## config.mk

```make
export PLATFORM = sky130hd
export DESIGN_NAME = mem_bus_if
export DESIGN_NICKNAME = d
export VERILOG_FILES = /design/src/rtl/mem_bus_if.sv
export SDC_FILE = /design/constraint.sdc
export NUM_CORES = 1
export LEC_CHECK = 0
export ABC_AREA = 0
export BUFFER_PORTS_ARGS = -buffer_cell sky130_fd_sc_hd__buf_2
export CORE_MARGIN = 2
export CORE_UTILIZATION = 30
export CTS_BUF_LIST = sky130_fd_sc_hd__clkbuf_4
export DETAILED_ROUTE_END_ITERATION = 7
export PLACE_DENSITY = 0.66
export SETUP_SLACK_MARGIN = 0.4
export SKIP_CTS_REPAIR_TIMING = 1
export SLEW_MARGIN = 15
export SYNTH_ARGS = -nofsm -noshare
export SYNTH_HDL_FRONTEND = slang
export SYNTH_SLANG_ARGS = --single-unit
```

## constraint.sdc

```tcl
create_clock -name clk -period 5 [get_ports clk]
set_input_delay 0.5 -clock clk [delete_from_list [all_inputs] [get_ports clk]]
set_output_delay 0.5 -clock clk [all_outputs]
set_load 0.05 [all_outputs]
```

## src/rtl/mem_bus_if.sv

```systemverilog
// Bridge from a pipeline memory port to a multi-cycle ack-handshaked bus; stalls the stage until the slave acks.
// Optional BUS_TIMEOUT_EN aborts a BUSY access after TIMEOUT_CYCLES and pulses err_o.
module mem_bus_if #(
  parameter int ADDR_W         = 32,
  parameter int DATA_W         = 32,
  parameter int TIMEOUT_CYCLES = 255,
  localparam int SEL_W         = DATA_W / 8
) (
  input  logic              clk,
  input  logic              rst,
  input  logic              stall_i,
  input  logic              flush_i,
  input  logic              cpu_ce_i,
  input  logic              cpu_we_i,
  input  logic [ADDR_W-1:0] cpu_addr_i,
  input  logic [SEL_W-1:0]  cpu_sel_i,
  input  logic [DATA_W-1:0] cpu_data_i,
  output logic [DATA_W-1:0] cpu_data_o,
  output logic              stallreq_o,
  output logic              bus_cyc_o,
  output logic              bus_stb_o,
  output logic              bus_we_o,
  output logic [SEL_W-1:0]  bus_sel_o,
  output logic [ADDR_W-1:0] bus_addr_o,
  output logic [DATA_W-1:0] bus_data_o,
  input  logic [DATA_W-1:0] bus_data_i,
  input  logic              bus_ack_i,
`ifdef BUS_TIMEOUT_EN
  output logic              err_o,
`endif
  output logic [1:0]        dbg_state
);

  if (DATA_W % 8 != 0 || TIMEOUT_CYCLES < 1) begin : g_bad_param
    $error("mem_bus_if: DATA_W must be a multiple of 8 and TIMEOUT_CYCLES >= 1");
  end

  typedef enum logic [1:0] {
    IDLE       = 2'd0,
    BUSY       = 2'd1,
    WAIT_STALL = 2'd2
  } state_t;

  state_t            state, state_nxt;
  logic [DATA_W-1:0] rd_buf;
  logic              start;
  logic              done;
  logic              timeout;

  assign dbg_state = state;
  assign start     = (state == IDLE) && cpu_ce_i && !flush_i;

`ifdef BUS_TIMEOUT_EN
  localparam int CNT_W = $clog2(TIMEOUT_CYCLES + 1);
  logic [CNT_W-1:0] tmo_cnt;

  // The TIMEOUT_CYCLES-th BUSY cycle without ack is the abort cycle.
  assign timeout = (state == BUSY) && !bus_ack_i && (tmo_cnt == CNT_W'(TIMEOUT_CYCLES - 1));

  always_ff @(posedge clk or posedge rst) begin
    if (rst) begin
      tmo_cnt <= '0;
      err_o   <= 1'b0;
    end else begin
      err_o <= timeout && !flush_i;
      if (start)
        tmo_cnt <= '0;
      else if (state == BUSY && !bus_ack_i)
        tmo_cnt <= tmo_cnt + 1'b1;
    end
  end
`else
  assign timeout = 1'b0;
`endif

  // Flush wins over both ack and timeout.
  assign done = (state == BUSY) && !flush_i && (bus_ack_i || timeout);

  always_ff @(posedge clk or posedge rst) begin
    if (rst) state <= IDLE;
    else     state <= state_nxt;
  end

  always_comb begin
    state_nxt  = state;
    stallreq_o = 1'b0;
    cpu_data_o = '0;
    case (state)
      IDLE: begin
        stallreq_o = cpu_ce_i && !flush_i;
        if (start) state_nxt = BUSY;
      end
      BUSY: begin
        if (flush_i) begin
          state_nxt = IDLE;
        end else if (done) begin
          if (bus_ack_i && !bus_we_o) cpu_data_o = bus_data_i;
          state_nxt = stall_i ? WAIT_STALL : IDLE;
        end else begin
          stallreq_o = 1'b1;
        end
      end
      WAIT_STALL: begin
        cpu_data_o = rd_buf;
        if (flush_i || !stall_i) state_nxt = IDLE;
      end
      default: state_nxt = IDLE;
    endcase
  end

  always_ff @(posedge clk or posedge rst) begin
    if (rst) begin
      bus_cyc_o  <= 1'b0;
      bus_stb_o  <= 1'b0;
      bus_we_o   <= 1'b0;
      bus_sel_o  <= '0;
      bus_addr_o <= '0;
      bus_data_o <= '0;
      rd_buf     <= '0;
    end else if (start) begin
      bus_cyc_o  <= 1'b1;
      bus_stb_o  <= 1'b1;
      bus_we_o   <= cpu_we_i;
      bus_sel_o  <= cpu_sel_i;
      bus_addr_o <= cpu_addr_i;
      bus_data_o <= cpu_data_i;
    end else if (state == BUSY && (flush_i || done)) begin
      bus_cyc_o  <= 1'b0;
      bus_stb_o  <= 1'b0;
      bus_we_o   <= 1'b0;
      bus_sel_o  <= '0;
      bus_addr_o <= '0;
      bus_data_o <= '0;
      if (done) rd_buf <= (bus_ack_i && !bus_we_o) ? bus_data_i : '0;
    end
  end

endmodule

```

==> run_results.csv <==
group,metric,value,unit
run_status,outcome,"complete, no violations",
timing,setup-violations-final,0,
synth,synth-async-reset-ratio,100,%
synth,synthCells,398,
setup_path,timing.rr.start,"dbg_state[1]",
global_route,antenna_found_initial,2,
die,core,15100,um^2
timing,max_freq,319,MHz
synth,number_of_flops_mapped_to_enable_cells_by_yosys,0,
detailed_routing,ant_nets,0,
setup_path,timing.critical_path.cells,"inv_1, ha_1, and3b_2, buf_4, or2_2, buf_2",
final_layout,layout-drive-gt1-share,40.4,%
synth,ys_seq_area_share,56.3,%
setup_path,timing.rr.end,"bus_data_o[22]",
clocking,cts.sink_count,104,
timing,period_minus_slack,3.14,ns
timing,slew_headroom,47.7,%
pwr,p_leak,3.07,nW
timing,finClkSkew,0.0214,ns
detailed_routing,avgRoutedWirePerCell,15.0,um
setup_path,crit_fanout,73,
final_layout,post-route-util,39.2,%
placed_design,portBuffers,212,
detailed_routing,drc_errors,0,
setup_path,critPathCapture,"stallreq_o",
final_layout,synthesis_to_finish_area_growth,28.4,%
timing,rsz0062_at_grt,"no",
synth,synth.avg_cell_area,11.6,um^2
setup_path,critical_path.top_delay_family,"buffers and inverters",
setup_path,critPathBufInv,3,
pwr,switchingPower,2.13,mW
synth,synth_cell_type_count,26,
clocking,worstSkewPairLatency,0.46,ns
pwr,pwr_density_cell,691,nW/um^2
placed_design,post-dp-hpwl,8260,um
timing,timing.final.max_slew_violations,0,
global_route,grt_max_degree,74,
synth,synthDominantCellAreaShare,56.3,%
synth,synth-warning-count,0,
synth,syn-cell-area,4620,um^2
detailed_routing,detail_route.iter0.violations,151,
setup_path,crit_arrival,2.64,ns
detailed_routing,route.detailed.vias_per_inst,4.83,
synth,ys_seq_elements,104,
clocking,clock_tree.buffer_depth,2,
final_layout,nNetsFinal,702,
timing,totalNegativeSetupSlack,0,ns
synth,synthesis.nets,508,
synth,post_synth_main_area_contributors,"dfrtp_1 (56%), a22o_1 (13%), mux2i_1 (6.9%), a22oi_1 (5.2%), nor2b_1 (4.5%)",
clocking,cts_max_level,3,
global_route,grt_overflow,0,
setup_path,end_kind,"primary output",
pwr,total_power,4.11,mW
placed_design,gp_routability_congestion,0.765,
pwr,worst_ir_drop_vdd,415,uV
die,start_util,30.5,%
timing,worst-slew-pin-transition,0.785,ns
pwr,seq_power_share,34.6,%
setup_path,critical_path_depth,6,
synth,synth_commonest_cells,"dfrtp_1 (104), a22o_1 (69), inv_1 (37), nand2_1 (34), nor2b_1 (33)",
synth,netlist.top_cell.by_area,"dfrtp_1",
setup_path,cp.required,4.50,ns
global_route,groute.usage.overall,14.1,%
pwr,power.share.combinational,54.7,%
setup_path,r2r_setup_slack,2.28,ns
detailed_routing,finalWirelength,11800,um
die,dieWidth,128,um
global_route,grt_first_pass_wirelength,18500,um
setup_path,worstSetupStartpointType,"flip-flop",
setup_path,critPathSlowestCell,"buf_4",
synth,ys.flop_type,"dfrtp_1",
timing,finalCritPeriodShare,62.7,%
die,io-pin-count,213,
setup_path,timing_worst_setup_path_type,"reg2out",
clocking,cts.clk_slew.worst_paths,0.16,ns
clocking,tritoncts,"done",
run,maxCapViolations,0,
setup_path,setup.worst_path.start,"dbg_state[1]",
pwr,power_report.internal_total,1.98,mW
detailed_routing,vias,3800,
synth,synth_most_common_cell,"dfrtp_1",
timing,hold_violations,0,
clocking,cts_buffers,9,
die,dieArea,16400,um^2
setup_path,worst_path_largest_cell_delay,0.57,ns
setup_path,number_of_cell_instances_on_the_worst_register_to_register_path,7,
die,die_h,128,um
detailed_routing,detailedRoute.firstPassIterationCount,4,
pwr,p_sw_share,51.8,%
worst_hold_path,worst_hold_path_type,"in2async",
clocking,clk_tree_root_cell,"clkbuf_4",
pwr,pwr-share-clk,10.8,%
global_route,via_count_of_the_first_global_routing_pass,3724,
die,floorplan.rows,45,
## power groups by stage
stage	Combinational, mW	Clock (mW)	Sequential, mW
floorplan	0.839	0	2.33
global placement	2.23	0	1.43
detailed placement	2.28	0	1.42
CTS	2.27	0.465	1.42
global route	2.38	0.492	1.46
finish	2.24	0.442	1.42
## state kept, by name, summed over array words and instances (netlist names)
register and count:
bus_addr_o 32, rd_buf 32, bus_we_o 1, dbg_state 2, bus_sel_o 4, bus_data_o 32
bus_stb_o 1
## how the worst min path moves through the flow
stage / startpoint / endpoint / slack, ns
2_1_floorplan: rd_buf[0] / rd_buf[0] / 0.49
3_3_place_gp: bus_addr_o[26] / bus_addr_o[26] / 0.48
3_5_place_dp: bus_addr_o[20] / bus_addr_o[20] / 0.48
4_1_cts: rst / bus_addr_o[27] / 0.04
5_1_grt: rst / bus_addr_o[27] / 0.07
6_report: rst / bus_addr_o[27] / 0.07
## layout make-up
type | count | area [um^2]
antenna | 2 | 5.00
clock buffer | 11 | 82.6
clock inverter | 5 | 57.6
fill | 1508 | 9210
inverter | 37 | 141
multi-input combinational | 222 | 1710
sequential | 104 | 2600
tap | 188 | 235
timing repair buffer | 218 | 1110
## layer usage
metal | track usage (%) | routed length (um) | part of all wire (%)
met1 | 19.1 | 5460 | 46
met2 | 21.8 | 5320 | 45
met3 | 3.34 | 814 | 6.9
met4 | 6.01 | 194 | 1.6
met5 | 0 | 0 | 0
## stage by stage
step / setup WS [ns] / area, um^2 / hold WS [ns] / instances
final: 1.86 / 5940 / 0.0655 / 787
after global routing: 1.61 / 5940 / 0.0664 / 786
after CTS: 1.73 / 5930 / 0.0385 / 785
after detailed placement: 2.28 / 5790 / 0.478 / 769
after global placement: 2.41 / 5790 / 0.478 / 769
after floorplan: 1.77 / 4620 / 0.494 / 398
## cells in the final DEF (no fill, tap or decap), drive strengths merged
master and count:
buf 218, dfrtp 104, a22o 69, inv 37, nand2 34, nor2b 33
mux2i 32, a22oi 32, clkbuf 11, nand3 3, ha 3, diode 2
nand2b 2, a211o 2, clkinvlp 2, and3b 2, clkinv 2, nand3b 1
a21oi 1, o21a 1, nor2 1, nor4bb 1, nor3b 1, or2 1
o21bai 1, o211ai 1, nand4 1, bufinv 1
## logic make-up after synthesis
family | synth area share, %
adders and majority gates | 0.812
and+or+nand+nor | 9.25
muxes | 6.93
DFF | 56.3
buffers and inverters | 7.41
AOI/OAI and AO/OA | 19.3
Power figures use the tool's default switching activity.
